--- src/rtl/ram_output_drain_if.sv ---
// +----------------------------------------------------------------------------+
// | ram_output_drain_if : RAM read port plus valid/ready output stream.        |
// | Rev 1.0                                                                    |
// +----------------------------------------------------------------------------+
`default_nettype none

interface ram_output_drain_if #(
  parameter int WIDTH      = 16,
  parameter int ADDR_WIDTH = 3
);
  logic                  ram_en;
  logic                  ram_we;
  logic [ADDR_WIDTH-1:0] ram_addr;
  logic [WIDTH-1:0]      ram_di;
  logic [WIDTH-1:0]      ram_dout;
  logic                  m_valid;
  logic                  m_ready;
  logic [WIDTH-1:0]      m_data;
  logic                  m_last;

  modport master (
    output ram_en, ram_we, ram_addr, ram_di,
    input  ram_dout,
    output m_valid, m_data, m_last,
    input  m_ready
  );

  modport slave (
    input  ram_en, ram_we, ram_addr, ram_di,
    output ram_dout,
    input  m_valid, m_data, m_last,
    output m_ready
  );
endinterface

`default_nettype wire

--- src/rtl/ram_output_drain.sv ---
// +----------------------------------------------------------------------------+
// | ram_output_drain : streams words 0..N-1 out of the output RAM.             |
// | Rev 1.0                                                                    |
// +----------------------------------------------------------------------------+
`default_nettype none

module ram_output_drain #(
  parameter int COLS       = 4,
  parameter int ROWS       = 2,
  parameter int Y_BITS     = 16,
  parameter int DEPTH      = COLS * ROWS,
  parameter int WIDTH      = Y_BITS,
  parameter int LATENCY    = 2,
  parameter int ADDR_WIDTH = $clog2(DEPTH)
) (
  input  logic                  clk,
  input  logic                  rstn,
  input  logic                  start,
  input  logic [ADDR_WIDTH:0]   n_words,
  output logic                  busy,
  output logic                  done,
  ram_output_drain_if.master    bus
);

  typedef enum logic [1:0] {
    S_IDLE  = 2'd0,
    S_RUN   = 2'd1,
    S_FLUSH = 2'd2
  } state_e;

  localparam logic [ADDR_WIDTH:0]   C_DEPTH    = (ADDR_WIDTH+1)'(DEPTH);
  localparam logic [ADDR_WIDTH:0]   C_CNT_ONE  = (ADDR_WIDTH+1)'(1);
  localparam logic [ADDR_WIDTH-1:0] C_ADDR_ONE = ADDR_WIDTH'(1);

  state_e                state_q, state_d;
  logic [ADDR_WIDTH-1:0] addr_q, addr_d;
  logic [ADDR_WIDTH:0]   issued_q, issued_d;
  logic [ADDR_WIDTH:0]   cnt_max_q, cnt_max_d;
  logic [LATENCY-1:0]    vp_q, vp_d;
  logic [LATENCY-1:0]    lp_q, lp_d;
  logic                  done_q, done_d;

  logic w_en;
  logic w_issue;
  logic w_last_issue;
  logic w_hs_last;

  // The RAM enable doubles as pipeline advance: a stalled head beat freezes
  // the RAM output register, its delay line and the valid/last pipes together.
  always_comb begin
    w_en         = (state_q != S_IDLE) & (~vp_q[LATENCY-1] | bus.m_ready);
    w_issue      = (state_q == S_RUN) & w_en;
    w_last_issue = w_issue & (issued_q == (cnt_max_q - C_CNT_ONE));
    w_hs_last    = vp_q[LATENCY-1] & bus.m_ready & lp_q[LATENCY-1];
  end

  always_comb begin
    state_d   = state_q;
    addr_d    = addr_q;
    issued_d  = issued_q;
    cnt_max_d = cnt_max_q;
    done_d    = 1'b0;
    unique case (state_q)
      S_IDLE: begin
        if (start) begin
          state_d   = S_RUN;
          addr_d    = '0;
          issued_d  = '0;
          cnt_max_d = ((n_words == '0) || (n_words > C_DEPTH)) ? C_DEPTH : n_words;
        end
      end
      S_RUN: begin
        if (w_issue) begin
          issued_d = issued_q + C_CNT_ONE;
          // Address parks on the final word so the RAM never sees cnt_max.
          if (w_last_issue) begin
            state_d = S_FLUSH;
          end else begin
            addr_d = addr_q + C_ADDR_ONE;
          end
        end
      end
      S_FLUSH: begin
        if (w_hs_last) begin
          state_d = S_IDLE;
          done_d  = 1'b1;
        end
      end
      default: state_d = S_IDLE;
    endcase
  end

  generate
    if (LATENCY == 1) begin : g_pipe_single
      always_comb begin
        vp_d = vp_q;
        lp_d = lp_q;
        if (w_en) begin
          vp_d = w_issue;
          lp_d = w_last_issue;
        end
      end
    end else begin : g_pipe_shift
      always_comb begin
        vp_d = vp_q;
        lp_d = lp_q;
        if (w_en) begin
          vp_d = {vp_q[LATENCY-2:0], w_issue};
          lp_d = {lp_q[LATENCY-2:0], w_last_issue};
        end
      end
    end
  endgenerate

  always_ff @(posedge clk or negedge rstn) begin
    if (!rstn) begin
      state_q   <= S_IDLE;
      addr_q    <= '0;
      issued_q  <= '0;
      cnt_max_q <= '0;
      vp_q      <= '0;
      lp_q      <= '0;
      done_q    <= 1'b0;
    end else begin
      state_q   <= state_d;
      addr_q    <= addr_d;
      issued_q  <= issued_d;
      cnt_max_q <= cnt_max_d;
      vp_q      <= vp_d;
      lp_q      <= lp_d;
      done_q    <= done_d;
    end
  end

  assign busy         = (state_q != S_IDLE);
  assign done         = done_q;
  assign bus.ram_en   = w_en;
  assign bus.ram_we   = 1'b0;
  assign bus.ram_addr = addr_q;
  assign bus.ram_di   = '0;
  assign bus.m_valid  = vp_q[LATENCY-1];
  assign bus.m_last   = lp_q[LATENCY-1];
  assign bus.m_data   = bus.ram_dout;

endmodule

`default_nettype wire

--- src/flat_wrapper.sv ---
// flat-port wrapper written by rule: the top's interface ports become plain ports
module ram_output_drain_flat 
#(
  parameter int COLS       = 4,
  parameter int ROWS       = 2,
  parameter int Y_BITS     = 16,
  parameter int DEPTH      = COLS * ROWS,
  parameter int WIDTH      = Y_BITS,
  parameter int LATENCY    = 2,
  parameter int ADDR_WIDTH = $clog2(DEPTH)
)
  (clk, rstn, start, n_words, busy, done, bus_ram_en, bus_ram_we, bus_ram_addr, bus_ram_di, bus_ram_dout, bus_m_valid, bus_m_data, bus_m_last, bus_m_ready);
  ram_output_drain_if #(.WIDTH(WIDTH), .ADDR_WIDTH(ADDR_WIDTH)) bus_i ();
  input  logic clk;
  input  logic rstn;
  input  logic start;
  input  logic [ADDR_WIDTH:0] n_words;
  output logic busy;
  output logic done;
  output wire logic [$bits(bus_i.ram_en)-1:0] bus_ram_en;
  output wire logic [$bits(bus_i.ram_we)-1:0] bus_ram_we;
  output wire logic [$bits(bus_i.ram_addr)-1:0] bus_ram_addr;
  output wire logic [$bits(bus_i.ram_di)-1:0] bus_ram_di;
  input wire logic [$bits(bus_i.ram_dout)-1:0] bus_ram_dout;
  output wire logic [$bits(bus_i.m_valid)-1:0] bus_m_valid;
  output wire logic [$bits(bus_i.m_data)-1:0] bus_m_data;
  output wire logic [$bits(bus_i.m_last)-1:0] bus_m_last;
  input wire logic [$bits(bus_i.m_ready)-1:0] bus_m_ready;
  assign bus_ram_en = bus_i.ram_en;
  assign bus_ram_we = bus_i.ram_we;
  assign bus_ram_addr = bus_i.ram_addr;
  assign bus_ram_di = bus_i.ram_di;
  assign bus_i.ram_dout = bus_ram_dout;
  assign bus_m_valid = bus_i.m_valid;
  assign bus_m_data = bus_i.m_data;
  assign bus_m_last = bus_i.m_last;
  assign bus_i.m_ready = bus_m_ready;
  ram_output_drain #(.COLS(COLS), .ROWS(ROWS), .Y_BITS(Y_BITS), .DEPTH(DEPTH), .WIDTH(WIDTH), .LATENCY(LATENCY), .ADDR_WIDTH(ADDR_WIDTH)) u_core (.clk(clk), .rstn(rstn), .start(start), .n_words(n_words), .busy(busy), .done(done), .bus(bus_i));
endmodule
--- config.mk ---
export PLATFORM = sky130hd
export DESIGN_NAME = ram_output_drain_flat
export DESIGN_NICKNAME = d
export VERILOG_FILES = /design/src/rtl/ram_output_drain_if.sv /design/src/rtl/ram_output_drain.sv /design/src/flat_wrapper.sv
export SDC_FILE = /design/constraint.sdc
export NUM_CORES = 1
export LEC_CHECK = 0
export ABC_AREA = 0
export CAP_MARGIN = 20
export CORE_UTILIZATION = 41
export CTS_CLUSTER_DIAMETER = 200
export DETAILED_ROUTE_END_ITERATION = 7
export GPL_TIMING_DRIVEN = 1
export HOLD_SLACK_MARGIN = 0.06
export PLACE_DENSITY = 0.86
export SKIP_LAST_GASP = 1
export SYNTH_ARGS = -nofsm -noshare
export SYNTH_HDL_FRONTEND = slang
export SYNTH_SLANG_ARGS = --single-unit
--- constraint.sdc ---
create_clock -name clk -period 4.5 [get_ports clk]
set_input_delay 0.9 -clock clk [delete_from_list [all_inputs] [get_ports clk]]
set_output_delay 0.9 -clock clk [all_outputs]
set_load 0.005 [all_outputs]
==> flow_metrics.tcl, run 1 <==
set metrics [dict create \
    nets 152 \
    route.detailed.drc 0 \
    status "finished, final reports clean" \
    routabilityCongestion 0.9305 \
    antenna_found_initial 0 \
    power.switching_uw 276.2 \
    p_int_uw 447.2 \
    maxSlewHeadroom 0.4663 \
    rows 18 \
    fin_cells 153 \
    insertion_delay_ps 290 \
    route.vias.total 734 \
    ys_seq_area_frac 0.3875 \
    dr.pass1.iters 4 \
    synthAdderAreaFrac 0.03229 \
    fin_crit_sh 0.7146 \
    start_util 0.4527 \
    hold_viol 0 \
    clkSinkCount 18 \
    grt_max_degree 19 \
    cts_root_buf "clkbuf_4" \
    numCtsBuffers 3 \
    yosys-top-cells-area "dfrtp_1 39%, buf_4 21%, xnor2_1 3.8%" \
    power_frac_comb 0.490 \
    cp_data_required_time_ps 3600 \
    ys_warn_count 0 \
    drt_iter0_markers 10 \
    peakVddDrop_mv 0.3365 \
    leakage_nw 0.5560 \
    hp-class "flop to flop" \
    power.share.clock 0.108 \
    synth_edf_count 0 \
    worstMarginPinSlew_ps 798.1 \
    io_buffers 15 \
    synth_mux_area_frac 0.01830 \
    die_h_um 55.25 \
    layout-drive-gt1-share 0.08943 \
    syn_area_um2 1162 \
    grt_pass1_vias 689 \
    setup_viol 0 \
    setup_tns_ps 0 \
    grt_setup_unrepaired "false" \
    yosys.area_share.xor_xnor 0.06028 \
    postSynthCellCount 123 \
    crit_path_max_fanout 4 \
    pin_count 65 \
    cts_tree "yes" \
    synth_ff_type "dfrtp_1" \
    design_area_um2 1181 \
    max_freq_mhz 311.0 \
    skew_ps 1.549 \
    die_x_um 55.25 \
    slew_viol_final 0 \
    async_flop_share 1.000 \
    antenna_left 0 \
    swShare 0.3818 \
    final_cell_mix "18 x dfrtp_1, 17 x conb_1, 15 x clkdlybuf4s50_1, 10 x nand2_1" \
    post-cts-setup-buffer-count 0 \
    fin_crit_ps 3216 \
    grt.total_usage 0.1180 \
    layout_commonest_cell "dfrtp_1" \
    post_cts_resized 0 \
    dp_cells 150 \
    htree_levels 1 \
    placed_area_um2 1159 \
    cts_hold_buf 0 \
    clk_pin_slew_worst_paths_ps 90 \
    grt_first_pass_wirelength_mm 2.925 \
    synth_top_area_share 0.3875 \
    die_area_um2 3052 \
    synth_top_area_cell "dfrtp_1" \
    cap_violations 0 \
    coreArea_um2 2567 \
    dp_hpwl_mm 1.391 \
    finalWirelength_mm 1.786 \
    drt-vias-per-instance 4.797 \
    p_per_area_nw_per_um2 612.5 \
    start_kind "input port" \
    synth_compound_area_frac 0.07104 \
    synth.avg_cell_area_um2 9.450 \
    ys_types 31 \
    clk_path_buf_depth 2 \
    area_delta_synth_final_pct 1.614 \
    num_antenna_cells 0 \
    arrival_ps 2320 \
    worstSetupPathType "input port to output pin" \
    yosys.area_share.simple 0.1948 \
    synth_top_family_by_area "buffers and inverters" \
    critPathCaptureType "output pin" \
    seq_power_share 0.402 \
    wire_per_inst_um 11.67 \
    overflow 0 \
    ys_ff_latch 18 \
]
## metal layers
layer  GRT usage  part of all wire
met2      0.1997              0.47
met5           0                 0
met1      0.1367              0.43
met4     0.06071             0.024
met3     0.03044             0.080
## through the flow
step | total power [mW] | hold WS (ps) | util | setup WS (ps)
finish | 0.7234 | 490.4 | 0.4600 | 1284
global route | 0.7882 | 523.6 | 0.4600 | 1182
CTS | 0.7298 | 497.3 | 0.4600 | 1272
detailed placement | 0.6516 | 473.2 | 0.4513 | 1271
global placement | 0.6327 | 464.6 | 0.4513 | 1342
floorplan | 0.5573 | 443.1 | - | 2340
## cell families after synthesis
group	Yosys count
xor+xnor	8
simple gates	40
other cells	1
compound gates	12
fa+ha+maj	3
mux	2
buf+inv	39
flops	18
## cell usage after synthesis (3+ instances only)
cell type and instances:
buf_4 33, nor3_1 4, dfrtp_1 18, nor2_1 7, ha_1 3, xor2_1 3
o21ai_0 7, inv_1 5, xnor2_1 5, nand2_1 10, nand2b_1 4
## final timing paths
| path | start | endpoint | slack [ps] | cells past startpoint |
|---|---|---|---|---|
| min in group asynchronous | rstn | u_core.vp_q[1] | 1060 | 1 |
| worst max register to register | u_core.cnt_max_q[0] | u_core.bus.ram_addr[2] | 2560 | 6 |
| worst max-delay path | bus_m_ready | bus_ram_en | 1280 | 5 |
| max in group asynchronous | rstn | u_core.cnt_max_q[2] | 2940 | 1 |
| worst min register to register | u_core.lp_q[0] | u_core.lp_q[0] | 490 | 2 |
| worst min-delay path | u_core.lp_q[0] | u_core.lp_q[0] | 490 | 2 |
## area by class of cell
| type | instances | area [µm²] |
|---|---|---|
| clock buffers | 3 | 22.52 |
| fillers | 249 | 1386 |
| inverters | 5 | 18.77 |
| multi-input cells | 82 | 501.7 |
| flip-flops and latches | 18 | 450.4 |
| well taps | 30 | 37.54 |
| repair buffers | 15 | 150.1 |
## power by group through the flow
| stage | clock, mW | sequential (mW) | combinational, mW |
|---|---|---|---|
| after global routing | 0.0875 | 0.301 | 0.400 |
| after detailed placement | 0 | 0.294 | 0.358 |
| after global placement | 0 | 0.289 | 0.344 |
| after CTS | 0.0807 | 0.291 | 0.358 |
| final | 0.0779 | 0.291 | 0.355 |
| after floorplan | 0 | 0.283 | 0.274 |
## registers in the layout, indices dropped and copies added, names as in the netlist
register and flops:
u_core.vp_q 2, u_core.lp_q 2, u_core.state_q 2, u_core.cnt_max_q 4, u_core.issued_q 4, u_core.bus.ram_addr 3, u_core.done 1
## worst max-delay path: stages
cell and delay [ps]:
clkdlybuf4s50_1 510, nand2b_1 200, nand2_1 130, inv_1 80
clkdlybuf4s50_1 500
(Power assumes the default switching activity.)
==> run 2: changes to the inputs <==
--- a/config.mk
+++ b/config.mk
@@ -7,12 +7,12 @@
 export LEC_CHECK = 0
 export ABC_AREA = 0
 export CAP_MARGIN = 20
-export CORE_UTILIZATION = 41
+export CORE_UTILIZATION = 38
 export CTS_CLUSTER_DIAMETER = 200
 export DETAILED_ROUTE_END_ITERATION = 7
 export GPL_TIMING_DRIVEN = 1
 export HOLD_SLACK_MARGIN = 0.06
-export PLACE_DENSITY = 0.86
+export PLACE_DENSITY = 0.8
 export SKIP_LAST_GASP = 1
 export SYNTH_ARGS = -nofsm -noshare
 export SYNTH_HDL_FRONTEND = slang
==> constraint.sdc (replaced) <==
create_clock -name clk -period 3.2 [get_ports clk]
set_input_delay 0.64 -clock clk [delete_from_list [all_inputs] [get_ports clk]]
set_output_delay 0.64 -clock clk [all_outputs]
set_load 0.005 [all_outputs]
==> run 2 against run 1 <==
First-iteration DRC count grew to 4.2 times the previous value. Highest routed layer unchanged. The flow now finishes with violations (DRC). Critical path type unchanged. Non-clock buffer count unchanged. Flip-flop and latch count did not move. Count of clock-buffer cells in the layout is 1 higher. Routed wire length increased by 0.11%. Sequential power rose by 41%. Total power is 46% higher. Die area up 7.6%.
==> flow_metrics.tcl, run 2 (synthesized netlist as in run 1, its figures left out) <==
set metrics [dict create \
    critPathCaptureType "output pin" \
    overflow 0 \
    final_cell_mix "18 x dfrtp_1, 17 x conb_1, 15 x clkdlybuf4s50_1, 10 x nand2_1" \
    fillCellCount 275 \
    clk_pin_slew_worst_paths_ps 100 \
    p_per_area_nw_per_um2 884.7 \
    clkSinkCount 18 \
    worstSetupPathType "input port to output pin" \
    grt_max_degree 19 \
    rows 19 \
    cts_tree "yes" \
    drt-vias-per-instance 4.748 \
    setup.worst_path.end "bus_ram_en" \
    dp_hpwl_mm 1.390 \
    area_delta_synth_final_pct 2.907 \
    hold_viol 0 \
    layout_commonest_cell "dfrtp_1" \
    nets 152 \
    num_antenna_cells 0 \
    htree_levels 1 \
    r2r_slack_ps 1210 \
    leakage_nw 0.5632 \
    crit_path_max_fanout 4 \
    route.vias.total 736 \
    die_area_um2 3284 \
    die_h_um 57.31 \
    post_cts_resized 0 \
    io_buffers 15 \
    antenna_found_initial 0 \
    post-cts-setup-buffer-count 0 \
    routabilityCongestion 0.8669 \
    clk_path_buf_depth 2 \
    maxSlewHeadroom 0.4675 \
    grt.total_usage 0.1137 \
    pin_count 65 \
    total_power_mw 1.058 \
    grt_pass1_vias 673 \
    worstMarginPinSlew_ps 796.2 \
    violations "DRC" \
    whs_ps 496.7 \
    cap_violations 0 \
    setup_tns_ps 0 \
    skew_ps 3.050 \
    grt_first_pass_wirelength_mm 2.884 \
    arrival_ps 2040 \
    r2r-start "u_core.cnt_max_q[0]" \
    status "finished, violations left" \
    fin_crit_sh 0.8363 \
    antenna_left 0 \
    die_x_um 57.31 \
    route.detailed.drc 7 \
    cts_hold_buf 0 \
    max_freq_mhz 373.6 \
    startpoint "bus_m_ready" \
    hp-class "flop to flop" \
    fin_crit_ps 2676 \
    slew_viol_final 0 \
    finalWirelength_mm 1.788 \
    insertion_delay_ps 300 \
    r2r_cells 6 \
    start_kind "input port" \
    drt_iter0_markers 42 \
    setup_viol 0 \
    numCtsBuffers 3 \
    dr.pass1.iters 8 \
    design_area_um2 1196 \
    layout-drive-gt1-share 0.09677 \
    r2r-end "u_core.bus.ram_addr[2]" \
    cp_data_required_time_ps 2560 \
    wire_per_inst_um 11.54 \
    coreArea_um2 2829 \
    peakVddDrop_mv 0.2020 \
    start_util 0.4109 \
    placed_area_um2 1160 \
    whs_path_depth 2 \
    cts_root_buf "clkbuf_4" \
    grt_setup_unrepaired "false" \
]
-- run 2: cell count changes in the layout (fill, tap and decap cells not counted), sizes merged --
cell,change
clkbuf,+1
-- run 2: worst min-delay path by stage --
stage | startpoint | endpoint
floorplan | rstn | u_core.bus.ram_addr[0]
global placement | u_core.vp_q[0] | u_core.vp_q[0]
detailed placement | u_core.vp_q[0] | u_core.vp_q[0]
CTS | u_core.lp_q[0] | u_core.lp_q[0]
global route | u_core.vp_q[0] | u_core.vp_q[1]
finish | u_core.lp_q[0] | u_core.lp_q[0]
-- run 2: where the power goes --
group,leakage (nW),switching [mW],internal [mW],total [mW]
registers,0.224,0.0885,0.321,0.409
logic,0.319,0.240,0.265,0.505
clock network,0.0210,0.0741,0.0696,0.144
-- run 2: metal layers --
layer / up-vias / routed length, µm / GRT usage
li1: 357 / - / -
met1: 332 / 773 / 0.1347
met2: 42 / 821 / 0.1899
met3: 5 / 148 / 0.02721
met4: 0 / 44 / 0.06272
met5: - / 0 / 0
-- run 2: layout make-up --
| type | instances | area (µm²) | area share |
|---|---|---|---|
| Multi-Input combinational cell | 82 | 501.7 | 0.4195 |
| Clock buffer | 4 | 36.28 | 0.03033 |
| Timing Repair Buffer | 15 | 150.1 | 0.1255 |
| Sequential cell | 18 | 450.4 | 0.3766 |
| Inverter | 5 | 18.77 | 0.01569 |
| Tap cell | 31 | 38.79 | 0.03243 |
-- run 2: worst max-delay path, cell delays in order --
cell and delay (ps):
clkdlybuf4s50_1 520, nand2b_1 200, nand2_1 130, inv_1 70, clkdlybuf4s50_1 490
-- run 2: through the flow --
stage               cells  setup WS, ps  utilization
detailed placement    151         524.2       0.4100
CTS                   155         516.2       0.4228
floorplan             139          1388            -
global route          155         440.3       0.4228
finish                155         523.7       0.4228
global placement      151         557.8       0.4100
==> run 3: changes to the inputs <==
--- a/config.mk
+++ b/config.mk
@@ -7,12 +7,12 @@
 export LEC_CHECK = 0
 export ABC_AREA = 0
 export CAP_MARGIN = 20
-export CORE_UTILIZATION = 38
+export CORE_UTILIZATION = 34
 export CTS_CLUSTER_DIAMETER = 200
 export DETAILED_ROUTE_END_ITERATION = 7
 export GPL_TIMING_DRIVEN = 1
 export HOLD_SLACK_MARGIN = 0.06
-export PLACE_DENSITY = 0.8
+export PLACE_DENSITY = 0.76
 export SKIP_LAST_GASP = 1
 export SYNTH_ARGS = -nofsm -noshare
 export SYNTH_HDL_FRONTEND = slang
==> constraint.sdc (replaced) <==
create_clock -name clk -period 2.28 [get_ports clk]
set_input_delay 0.456 -clock clk [delete_from_list [all_inputs] [get_ports clk]]
set_output_delay 0.456 -clock clk [all_outputs]
set_load 0.005 [all_outputs]
==> run 3 against run 2 <==
Critical path depth stayed put. Routed wire length is 8.8% higher. The flow now finishes without violations. Flip-flop and latch count stayed put. Sequential share of layout area is 1.4 points lower. Clock power is 40% higher. Largest power group unchanged. Final cell count is 11% higher. Global-route usage is 0.29 points higher. Setup slack worse by 390 ps. Worst hold slack worse by 28 ps.
==> flow_metrics.tcl, run 3 (synthesized netlist as in run 1, its figures left out) <==
set metrics [dict create \
    layout-drive-gt1-share 0.1250 \
    setup_viol 0 \
    clk_path_buf_depth 2 \
    dr.pass1.iters 4 \
    cap_violations 0 \
    route.detailed.drc 0 \
    fin_crit_ps 2148 \
    drt_iter0_markers 12 \
    start_util 0.3687 \
    fin_cells 172 \
    grt_pass1_vias 691 \
    peakVddDrop_mv 0.5010 \
    pin_count 65 \
    antenna_found_initial 0 \
    fillCellCount 340 \
    p_per_area_nw_per_um2 1219 \
    max_freq_mhz 465.6 \
    setup_tns_ps 0 \
    crit_path_max_fanout 2 \
    hp-class "input port to async pin" \
    routabilityCongestion 0.7597 \
    grt_first_pass_wirelength_mm 3.077 \
    cpMostUsedCell "clkdlybuf4s50_1" \
    cp_data_required_time_ps 1820 \
    area_delta_synth_final_pct 6.889 \
    cts_hold_buf 0 \
    die_x_um 60.47 \
    hold_viol 0 \
    layout_commonest_cell "dfrtp_1" \
    nets 156 \
    htree_levels 1 \
    cts_root_buf "clkbuf_4" \
    clk_pin_slew_worst_paths_ps 110 \
    grt_setup_unrepaired "false" \
    die_h_um 60.47 \
    leakage_nw 0.5823 \
    coreArea_um2 3153 \
    worstSetupPathType "input port to output pin" \
    skew_ps 6.797 \
    cts_tree "yes" \
    crit_slowest_cell "clkdlybuf4s50_1" \
    rows 20 \
    io_buffers 15 \
    drt-vias-per-instance 4.291 \
    num_antenna_cells 0 \
    placed_area_um2 1206 \
    post-cts-setup-buffer-count 0 \
    critPathCaptureType "output pin" \
    start_kind "input port" \
    numCtsBuffers 3 \
    route.vias.total 738 \
    total_power_mw 1.515 \
    fin_crit_sh 0.9420 \
    path_cells "clkdlybuf4s50_1 > nand2b_1 > nand2_1 > inv_1 > clkdlybuf4s50_1" \
    crit_path_max_incr_delay_ps 490 \
    dp_hpwl_mm 1.510 \
    die_area_um2 3657 \
    dp_cells 168 \
    insertion_delay_ps 300 \
    design_area_um2 1242 \
    overflow 0 \
    antenna_left 0 \
    finalWirelength_mm 1.946 \
    slew_viol_final 0 \
    grt_max_degree 19 \
    final_cell_mix "18 x dfrtp_1, 17 x conb_1, 15 x clkdlybuf4s50_1, 10 x nand2_1" \
    wire_per_inst_um 11.31 \
    post_cts_resized 0 \
    status "finished, final reports clean" \
    grt.total_usage 0.1166 \
    clkSinkCount 18 \
    arrival_ps 1690 \
]
[run 3: final cells by class]
cell class                      count  area (µm²)  share of cell area
Multi-Input combinational cell     82       501.7              0.4038
Clock buffer                        4       36.28             0.02920
Sequential cell                    18       450.4              0.3625
Inverter                            5       18.77             0.01511
Tap cell                           44       55.05             0.04431
Timing Repair Buffer               19       180.2              0.1450
[run 3: critical path, delay by kind of cell]
kind	cells	cell delay, ps
buffers and inverters	3	1020
and+or+nand+nor	2	210
[run 3: per-layer routing]
metal / track usage / up-vias / wire [µm]
met1: 0.1503 / 353 / 847
met2: 0.1790 / 17 / 957
met3: 0.01706 / 7 / 89
li1: - / 361 / -
met5: 0 / - / 0
met4: 0.08442 / 0 / 51
[run 3: where the power goes]
part / switching (mW) / internal (mW)
logic: 0.347 / 0.390
clock network: 0.104 / 0.0975
registers: 0.126 / 0.450
[run 3: path summary, 6_finish.rpt]
kind,from,to,slack (ps),depth (start not counted)
worst max register to register,u_core.cnt_max_q[0],u_core.bus.ram_addr[2],300,6
worst min-delay path,rstn,u_core.bus.ram_addr[2],470,2
worst min register to register,u_core.lp_q[0],u_core.lp_q[0],490,2
min in group clk,u_core.lp_q[0],u_core.lp_q[0],490,2
worst max-delay path,bus_m_ready,bus_ram_en,130,5
max in group asynchronous,rstn,u_core.issued_q[3],1610,2
[run 3: per-stage QoR]
step	setup WS, ps	hold slack [ps]	utilization
after CTS	109.8	479.4	0.3940
after detailed placement	113.3	462.7	0.3825
after global placement	143.3	457.0	0.3825
after floorplan	467.8	160.4	-
after global routing	62.04	493.0	0.3940
final	132.3	468.7	0.3940
